File: src/rtl/alu_ctrl_pkg.sv
// Shared types and constants for the ALU control sequencer: state encoding,
// opcode map, ALU operation codes and instruction-field placement helpers.
package alu_ctrl_pkg;

  typedef enum logic [3:0] {
    ST_IDLE = 4'd0,
    ST_T0   = 4'd1,
    ST_T1   = 4'd2,
    ST_T2   = 4'd3,
    ST_T3   = 4'd4,
    ST_T4   = 4'd5,
    ST_T5   = 4'd6,
    ST_T6   = 4'd7,
    ST_HALT = 4'd8
  } state_e;

  localparam int OPC_W   = 5;
  localparam int ALUOP_W = 4;

  localparam logic [OPC_W-1:0] OPC_ADD  = 5'd0;
  localparam logic [OPC_W-1:0] OPC_SUB  = 5'd1;
  localparam logic [OPC_W-1:0] OPC_AND  = 5'd2;
  localparam logic [OPC_W-1:0] OPC_OR   = 5'd3;
  localparam logic [OPC_W-1:0] OPC_SHR  = 5'd4;
  localparam logic [OPC_W-1:0] OPC_SHRA = 5'd5;
  localparam logic [OPC_W-1:0] OPC_ROR  = 5'd6;
  localparam logic [OPC_W-1:0] OPC_SHL  = 5'd7;
  localparam logic [OPC_W-1:0] OPC_ROL  = 5'd8;
  localparam logic [OPC_W-1:0] OPC_MUL  = 5'd9;
  localparam logic [OPC_W-1:0] OPC_DIV  = 5'd10;

  localparam logic [ALUOP_W-1:0] ALU_ADD  = 4'd0;
  localparam logic [ALUOP_W-1:0] ALU_SUB  = 4'd1;
  localparam logic [ALUOP_W-1:0] ALU_AND  = 4'd2;
  localparam logic [ALUOP_W-1:0] ALU_OR   = 4'd3;
  localparam logic [ALUOP_W-1:0] ALU_SHR  = 4'd4;
  localparam logic [ALUOP_W-1:0] ALU_SHRA = 4'd5;
  localparam logic [ALUOP_W-1:0] ALU_ROR  = 4'd6;
  localparam logic [ALUOP_W-1:0] ALU_SHL  = 4'd7;
  localparam logic [ALUOP_W-1:0] ALU_ROL  = 4'd8;
  localparam logic [ALUOP_W-1:0] ALU_MUL  = 4'd9;
  localparam logic [ALUOP_W-1:0] ALU_DIV  = 4'd10;

  // Opcode sits in the top OPC_W bits; Ra, Rb, Rc follow downwards.
  function automatic int opc_lsb(input int data_w);
    return data_w - OPC_W;
  endfunction

  function automatic int ra_lsb(input int data_w, input int idx_w);
    return data_w - OPC_W - idx_w;
  endfunction

  function automatic int rb_lsb(input int data_w, input int idx_w);
    return data_w - OPC_W - (2 * idx_w);
  endfunction

  function automatic int rc_lsb(input int data_w, input int idx_w);
    return data_w - OPC_W - (3 * idx_w);
  endfunction

endpackage

File: src/rtl/alu_ctrl_decode.sv
// Combinational opcode decoder: ALU operation, MUL/DIV class and illegal flag.
// MUL/DIV are only legal when ALU_CTRL_MULDIV_EN is defined.
module alu_ctrl_decode
  import alu_ctrl_pkg::*;
(
  input  logic [OPC_W-1:0]   opcode,
  output logic [ALUOP_W-1:0] alu_op,
  output logic               is_muldiv,
  output logic               is_illegal
);

  // Opcode classification; anything not listed is illegal.
  always_comb begin
    alu_op     = ALU_ADD;
    is_muldiv  = 1'b0;
    is_illegal = 1'b1;
    case (opcode)
      OPC_ADD:  begin alu_op = ALU_ADD;  is_illegal = 1'b0; end
      OPC_SUB:  begin alu_op = ALU_SUB;  is_illegal = 1'b0; end
      OPC_AND:  begin alu_op = ALU_AND;  is_illegal = 1'b0; end
      OPC_OR:   begin alu_op = ALU_OR;   is_illegal = 1'b0; end
      OPC_SHR:  begin alu_op = ALU_SHR;  is_illegal = 1'b0; end
      OPC_SHRA: begin alu_op = ALU_SHRA; is_illegal = 1'b0; end
      OPC_ROR:  begin alu_op = ALU_ROR;  is_illegal = 1'b0; end
      OPC_SHL:  begin alu_op = ALU_SHL;  is_illegal = 1'b0; end
      OPC_ROL:  begin alu_op = ALU_ROL;  is_illegal = 1'b0; end
`ifdef ALU_CTRL_MULDIV_EN
      OPC_MUL:  begin alu_op = ALU_MUL;  is_muldiv = 1'b1; is_illegal = 1'b0; end
      OPC_DIV:  begin alu_op = ALU_DIV;  is_muldiv = 1'b1; is_illegal = 1'b0; end
`endif
      default:  begin alu_op = ALU_ADD;  is_muldiv = 1'b0; is_illegal = 1'b1; end
    endcase
  end

endmodule

File: src/rtl/alu_ctrl_seq.sv
// Hardwired control sequencer for a single-bus ALU datapath; strobes are Moore
// outputs of the registered state and ir. Define ALU_CTRL_MULDIV_EN for MUL/DIV.
module alu_ctrl_seq
  import alu_ctrl_pkg::*;
#(
  parameter int DATA_W = 32,
  parameter int NREG   = 16,
  parameter int CNT_W  = 16
) (
  input  logic               clock,
  input  logic               clear_n,
  input  logic               start,
  input  logic [DATA_W-1:0]  ir,
  input  logic               mem_ready,
  output logic [NREG-1:0]    Rin,
  output logic [NREG-1:0]    Rout,
  output logic               PCin,
  output logic               PCout,
  output logic               IncPC,
  output logic               MARin,
  output logic               Read,
  output logic               MDRin,
  output logic               MDRout,
  output logic               IRin,
  output logic               Yin,
  output logic               Zlowin,
  output logic               Zhighin,
  output logic               Zlowout,
  output logic               Zhighout,
  output logic               HIin,
  output logic               LOin,
  output logic [3:0]         ALUop,
  output logic               busy,
  output logic               illegal,
  output logic [CNT_W-1:0]   retired
);

  localparam int REG_IDX_W = $clog2(NREG);
  localparam int OPC_LSB   = opc_lsb(DATA_W);
  localparam int RA_LSB    = ra_lsb(DATA_W, REG_IDX_W);
  localparam int RB_LSB    = rb_lsb(DATA_W, REG_IDX_W);
  localparam int RC_LSB    = rc_lsb(DATA_W, REG_IDX_W);

  state_e                 state_r;
  state_e                 state_next_s;
  logic                   t1_first_r;
  logic                   illegal_r;
  logic [CNT_W-1:0]       retired_r;
  logic [OPC_W-1:0]       opcode_s;
  logic [REG_IDX_W-1:0]   ra_s;
  logic [REG_IDX_W-1:0]   rb_s;
  logic [REG_IDX_W-1:0]   rc_s;
  logic [ALUOP_W-1:0]     alu_op_s;
  logic                   is_muldiv_s;
  logic                   is_illegal_s;
  logic                   eoi_s;
  logic [NREG-1:0]        one_s;
  logic                   unused_ir_s;

  assign opcode_s    = ir[OPC_LSB +: OPC_W];
  assign ra_s        = ir[RA_LSB +: REG_IDX_W];
  assign rb_s        = ir[RB_LSB +: REG_IDX_W];
  assign rc_s        = ir[RC_LSB +: REG_IDX_W];
  assign unused_ir_s = ^ir[RC_LSB-1:0];
  assign one_s       = {{(NREG-1){1'b0}}, 1'b1};

  alu_ctrl_decode u_decode (
    .opcode     (opcode_s),
    .alu_op     (alu_op_s),
    .is_muldiv  (is_muldiv_s),
    .is_illegal (is_illegal_s)
  );

  // Last step of an instruction: T5 for single-result ops, T6 for MUL/DIV.
  assign eoi_s   = ((state_r == ST_T5) && !is_muldiv_s) || (state_r == ST_T6);
  assign busy    = (state_r != ST_IDLE) && (state_r != ST_HALT);
  assign illegal = illegal_r;
  assign retired = retired_r;

  // State register, first-T1 marker, sticky illegal flag and retire counter.
  always_ff @(posedge clock or negedge clear_n) begin
    if (!clear_n) begin
      state_r    <= ST_IDLE;
      t1_first_r <= 1'b0;
      illegal_r  <= 1'b0;
      retired_r  <= {CNT_W{1'b0}};
    end else begin
      state_r    <= state_next_s;
      t1_first_r <= (state_r == ST_T0);
      if ((state_r == ST_T3) && is_illegal_s) begin
        illegal_r <= 1'b1;
      end
      if (eoi_s) begin
        retired_r <= retired_r + {{(CNT_W-1){1'b0}}, 1'b1};
      end
    end
  end

  // Next-state logic; HALT is absorbing until reset.
  always_comb begin
    state_next_s = state_r;
    case (state_r)
      ST_IDLE: begin
        if (start) begin
          state_next_s = ST_T0;
        end else begin
          state_next_s = ST_IDLE;
        end
      end
      ST_T0: state_next_s = ST_T1;
      ST_T1: begin
        if (mem_ready) begin
          state_next_s = ST_T2;
        end else begin
          state_next_s = ST_T1;
        end
      end
      ST_T2: state_next_s = ST_T3;
      ST_T3: begin
        if (is_illegal_s) begin
          state_next_s = ST_HALT;
        end else begin
          state_next_s = ST_T4;
        end
      end
      ST_T4: state_next_s = ST_T5;
      ST_T5: begin
`ifdef ALU_CTRL_MULDIV_EN
        if (is_muldiv_s) begin
          state_next_s = ST_T6;
        end else if (start) begin
          state_next_s = ST_T0;
        end else begin
          state_next_s = ST_IDLE;
        end
`else
        if (start) begin
          state_next_s = ST_T0;
        end else begin
          state_next_s = ST_IDLE;
        end
`endif
      end
`ifdef ALU_CTRL_MULDIV_EN
      ST_T6: begin
        if (start) begin
          state_next_s = ST_T0;
        end else begin
          state_next_s = ST_IDLE;
        end
      end
`endif
      ST_HALT: state_next_s = ST_HALT;
      default: state_next_s = ST_IDLE;
    endcase
  end

  // Datapath strobes per state; anything not set here stays low.
  always_comb begin
    Rin      = {NREG{1'b0}};
    Rout     = {NREG{1'b0}};
    PCin     = 1'b0;
    PCout    = 1'b0;
    IncPC    = 1'b0;
    MARin    = 1'b0;
    Read     = 1'b0;
    MDRin    = 1'b0;
    MDRout   = 1'b0;
    IRin     = 1'b0;
    Yin      = 1'b0;
    Zlowin   = 1'b0;
    Zhighin  = 1'b0;
    Zlowout  = 1'b0;
    Zhighout = 1'b0;
    HIin     = 1'b0;
    LOin     = 1'b0;
    ALUop    = 4'd0;
    case (state_r)
      ST_T0: begin
        PCout  = 1'b1;
        MARin  = 1'b1;
        IncPC  = 1'b1;
        Zlowin = 1'b1;
      end
      ST_T1: begin
        Zlowout = 1'b1;
        PCin    = t1_first_r;
        Read    = 1'b1;
        MDRin   = 1'b1;
      end
      ST_T2: begin
        MDRout = 1'b1;
        IRin   = 1'b1;
      end
      ST_T3: begin
        if (!is_illegal_s) begin
          Rout = one_s << rb_s;
          Yin  = 1'b1;
        end else begin
          Yin  = 1'b0;
        end
      end
      ST_T4: begin
        Rout   = one_s << rc_s;
        ALUop  = alu_op_s;
        Zlowin = 1'b1;
`ifdef ALU_CTRL_MULDIV_EN
        Zhighin = is_muldiv_s;
`endif
      end
      ST_T5: begin
        Zlowout = 1'b1;
`ifdef ALU_CTRL_MULDIV_EN
        if (is_muldiv_s) begin
          LOin = 1'b1;
        end else begin
          Rin  = one_s << ra_s;
        end
`else
        Rin = one_s << ra_s;
`endif
      end
`ifdef ALU_CTRL_MULDIV_EN
      ST_T6: begin
        Zhighout = 1'b1;
        HIin     = 1'b1;
      end
`endif
      default: begin
        Yin = 1'b0;
      end
    endcase
  end

endmodule

File: config.mk
export PLATFORM = sky130hd
export DESIGN_NAME = alu_ctrl_seq
export DESIGN_NICKNAME = d
export VERILOG_FILES = /design/src/rtl/alu_ctrl_pkg.sv /design/src/rtl/alu_ctrl_decode.sv /design/src/rtl/alu_ctrl_seq.sv
export SDC_FILE = /design/constraint.sdc
export NUM_CORES = 1
export LEC_CHECK = 0
export CORE_ASPECT_RATIO = 1.5
export CORE_MARGIN = 8
export CORE_UTILIZATION = 30
export CTS_BUF_LIST = sky130_fd_sc_hd__clkbuf_16
export DETAILED_ROUTE_END_ITERATION = 10
export PLACE_DENSITY = 0.68
export SYNTH_ARGS = -nofsm -noshare
export SYNTH_HDL_FRONTEND = slang
export SYNTH_SLANG_ARGS = --single-unit
File: constraint.sdc
create_clock -name clock -period 4.6 [get_ports clock]
set_clock_uncertainty 0.05 [all_clocks]
set_input_delay 0.46 -clock clock [delete_from_list [all_inputs] [get_ports clock]]
set_output_delay 0.46 -clock clock [all_outputs]
set_load 0.1 [all_outputs]
**After elaboration in Yosys (flattened, before gate mapping)**

Index checks and enable logic that the tools add are counted.

- Multiplexer cells: 18
- Equal/unequal tests: 17
- Reduce and logical (&&, ||, !) cells: 10
- Shift operators: 3
- $add $sub $neg: 1

Operators by type and width:

| operator | number |
|---|---|
| $shl 1x4->16 const A | 3 |
| $mux 16 | 2 |
| $pmux 16 s2 | 1 |
| $pmux 4 s8 | 1 |
| $pmux 4 s7 | 1 |
| $eq 5x3->1 const B | 4 |
| $add 16x1->16 const B | 1 |
| $eq 4x3->1 const B | 4 |
| $mux 1 | 11 |
| $eq 5x2->1 const B | 2 |
| $reduce_or 9->1 | 1 |
| $eq 4x2->1 const B | 2 |
| $mux 4 | 2 |
| $reduce_or 2->1 | 3 |
| $eq 5x1->1 const B | 1 |
| $eq 5x4->1 const B | 1 |
| $logic_not 5->1 | 1 |
| $eq 4x1->1 const B | 1 |
| $eq 4x4->1 const B | 1 |
| $logic_not 4->1 | 1 |
| $ne 4x4->1 const B | 1 |
| $reduce_bool 4->1 | 1 |
| $logic_and 1x1->1 | 2 |
| $logic_or 1x1->1 | 1 |

- Register bits: 22
- Output and inout bits: 69
- Input port bits: 36
- Logic and storage cells: 53

**Depth between registers and ports, before layout**

- Depth in word-level cells: 4
- Gate-level depth with buffers: 5
- Mapped depth without buffers: 5

**By module**

A second synthesis with hierarchy kept.

- Cell total of the unflattened synthesis: 177
- Area, all modules: 1,584.0 um2

By module, submodules not included:

| module | seq. area each (um2) | area an instance (um2) | cells each | times used |
|---|---|---|---|---|
| alu_ctrl_seq | 550.5 | 1,521.5 | 167 | 1 |
| alu_ctrl_decode | 0.0 | 62.6 | 10 | 1 |

**Worst setup path before layout**

No wires, ideal clock.

- Path kind: register -> output
- From: register state_r[1]
- To: output PCin
- Required time: 4,090 ps
- Buffers on the path: 1
- Setup slack: 341 ps
- Cell stages (with the launch flop): 5
- Arrival time: 3,749 ps
- Cells stage by stage: dfrtp_1 buf_4 nand2b_1 nor3_1 and2_1

- Longest elaborated chain between the ends: 2

Ends and longest elaborated chain:

| element | line | source |
|---|---|---|
| start: declaration | alu_ctrl_seq.sv:44 | `state_e state_r;` |
| start signal: assignment | alu_ctrl_seq.sv:88 | `state_r <= state_next_s;` |
| $eq 4x2->1 | alu_ctrl_seq.sv:178 | `case (state_r)` |
| $mux 1 | alu_ctrl_seq.sv:178 |  |
| end: declaration | alu_ctrl_seq.sv:17 | `output logic PCin,` |

Every way passes these cells.

**Worst setup path in the final report**

- From: register state_r[1]
- To: output Rin[0]

- Longest elaborated chain between the ends: 2

Ends and longest elaborated chain:

| element | line | source |
|---|---|---|
| $eq 4x3->1 | alu_ctrl_seq.sv:178 |  |
| $mux 16 | alu_ctrl_seq.sv:178 |  |
| end: declaration | alu_ctrl_seq.sv:15 | `output logic [NREG-1:0] Rin,` |

Every way passes these cells.

==> results by group <==
Placed design
  – Pre-CTS WS: 1.38 ns
  – DP HPWL: 3990 microns
  – RD Place Congestion: 0.773
  – Port bufs: 85

Final layout
  – Final core occ: 48.9%
  – Layout cells sized above 1: 13.8%
  – FF/Latch Area: 551 sq um
  – Ant. Diodes: 0
  – Layout Nets: 292
  – Layout area overhead: 60.4%
  – Area of the multi-input gates: 908 sq um
  – FILL cells: 510

Timing
  – Rel. slew slack: 33.5%
  – Max-slew violation count: 0
  – Fmax: 0.296 GHz
  – Worst hold slack: 0.418 ns
  – Least-Margin Pin Slew: 0.994 ns
  – Final period util: 73.5%
  – Final hold violation count: 0
  – Setup_tns: 0 ns
  – Final setup viols: 0
  – Worst setup margin: 1.22 ns
  – Post-layout min period: 3.38 ns
  – RSZ-0062 raised after global routing: no

Yosys
  – Synth warnings: 0
  – Avg Cell Area, Syn: 8.90 sq um
  – EDFF count, synth: 0
  – Mapped Area: 1540 sq um
  – Asr flop ratio synth: 100%
  – Synthesis-stage register bit count: 22
  – Post-synthesis cell count: 173
  – Unique cell type count in the Yosys netlist: 37
  – Ys flop type: dfrtp_1
  – Sequential area share after synthesis: 35.8%

CTS
  – Post-CTS Resized: 0
  – Clock transition at path regs: 0.06 ns
  – CTS sink count: 22
  – Worst skew pair latency: 0.25 ns
  – Bufs on Longest Clock Path: 2
  – Post-CTS Setup Inserts: 0
  – H-tree lvl count: 1
  – Root Driver: clkbuf_16
  – CTS Buf Count: 3
  – TritonCTS clock tree: built
  – Hold-fix buffers, CTS: 0

Power
  – P_leak: 1.07 nW
  – Worst vdd rail ir drop: 0.182 mV
  – Tot Pwr: 0.486 mW
  – Pwr dens: 197 nW/um^2

Floorplan
  – # IOs: 105
  – Core area: 5040 sq um
  – Die extent in x: 74.5 microns
  – # rows: 32
  – Die area: 7730 sq um
  – Starting Density: 30.5%
  – Die Y-Extent: 104 microns

Route
  – Drt pass-1 iters: 4
  – DR iter-0 viols: 56
  – Vias per cell: 4.84
  – Drt wl/cell: 15.0 microns
  – Drt total wl: 4820 microns
  – Residual DRC: 0
  – Via count: 1559
  – Antenna-violating nets left: 0

Setup path
  – CP endpoint kind: primary output
  – CP Class: reg2out
  – Critical path launch point type: flop
  – Req. time, crit path: 4.09 ns
  – Critical Path AT: 2.87 ns
  – CP Max Fanout: 12

Global routing
  – Largest net degree at the start of global routing: 23
  – Initial antenna violation count: 0
  – Global Route Usage Sum: 12.8%
  – Vias in the first global route: 1696
  – Remaining Overflow, GRT: 0
  – First-pass GRT wire length: 7990 microns

Run
  – Max Cap Viol: 0

Status
  – Status: finished clean

Min path
  – Type of the tightest min-delay check: reg2reg
==> cell usage after synthesis (2+ instances only) <==
cell type  instances  area share [%]
inv_1              3            0.73
or2_1              2            0.81
xnor2_1            8             4.6
nand3_1            7             2.3
o22ai_1           16             6.5
xor2_1             8             4.6
nor3_1            13             4.2
nand3b_2           2             1.5
nand2b_1           9             3.7
nand4bb_1          2             1.5
and2_1             4             1.6
or2_2              2            0.81
nand2_1           15             3.7
nor4_4             2             2.8
buf_4             10             4.9
dfrtp_1           22              36
or3_1              4             1.6
nor2_1            22             5.4
nand4_1            4             1.6
==> placed cells by master (no fill, tap or decap), types with 3 or more instances in the layout <==
| master | Yosys | routed |
|---|---|---|
| clkdlybuf4s50_1 | 0 | 68 |
| nor2_1 | 22 | 22 |
| dfrtp_1 | 22 | 22 |
| buf_4 | 10 | 17 |
| o22ai_1 | 16 | 16 |
| nand2_1 | 15 | 15 |
| nor3_1 | 13 | 13 |
| nand2b_1 | 9 | 9 |
| xnor2_1 | 8 | 8 |
| xor2_1 | 8 | 8 |
| nand3_1 | 7 | 7 |
| or3_1 | 4 | 4 |
| and2_1 | 4 | 4 |
| nand4_1 | 4 | 4 |
| conb_1 | 1 | 4 |
| inv_1 | 3 | 3 |
| clkbuf_16 | 0 | 3 |
==> cells by family (layout without fill, tap and decap cells) <==
kind of cell	Yosys count	count (layout)	share of synthesized area, %
simple gates	98	98	39.3
compound gates	20	20	8.05
mux	1	1	0.732
fa+ha+maj	1	1	0.813
xor+xnor	16	16	9.11
buf+inv	14	92	5.93
other cells	1	4	0.244
flops	22	22	35.8
==> path summary, 6_finish.rpt <==
check                      startpoint  slack (ns)          end  depth (start not counted)
setup / recovery           state_r[1]        1.22       Rin[0]                          4
hold / removal                illegal        0.42      illegal                          1
min in group asynchronous     clear_n        0.71  retired[15]                          1
hold reg to reg               illegal        0.42      illegal                          1
setup reg to reg           state_r[1]        2.87  retired[12]                          4
max in group asynchronous     clear_n        3.19   retired[3]                          1
==> flip-flops by register name (all words and copies together), names as in the netlist <==
| signal | cells |
|---|---|
| retired | 16 |
| illegal | 1 |
| t1_first_r | 1 |
| state_r | 4 |
==> per-stage QoR <==
step	cell area, sq um	cells
4_1_cts	2470	322
3_5_place_dp	2360	318
2_1_floorplan	1550	176
6_report	2470	322
3_3_place_gp	2360	318
5_1_grt	2470	322
==> metal layers <==
layer  vias to the layer above  global-route usage [%]  part of all wire (%)
li1                        760                       -                     -
met1                       721                    12.4                    35
met2                        67                    23.2                    53
met3                        11                    4.83                   9.1
met4                         0                    4.23                   2.4
met5                         -                       0                     0
==> critical path, cell delays in order, from the launching register on <==
cell,delay [ns]
dfrtp_1,0.63
nand4bb_1,0.23
or3_1,0.44
nor3_1,0.15
clkdlybuf4s50_1,1.16
==> cell type report <==
| class | count | share of cell area (%) |
|---|---|---|
| tap | 68 | 3.45 |
| timing repair buffer | 85 | 32.7 |
| inverter | 3 | 0.456 |
| multi-input combinational | 140 | 36.8 |
| clock inverter | 1 | 1.22 |
| sequential | 22 | 22.3 |
| clock buffer | 3 | 3.04 |
==> where the power goes <==
group	internal [mW]	switching (mW)	leakage, nW
clock network	0.173	0.0680	0.0511
logic	0.0193	0.0324	0.714
registers	0.194	0	0.302
Power figures use the tool's default switching activity.
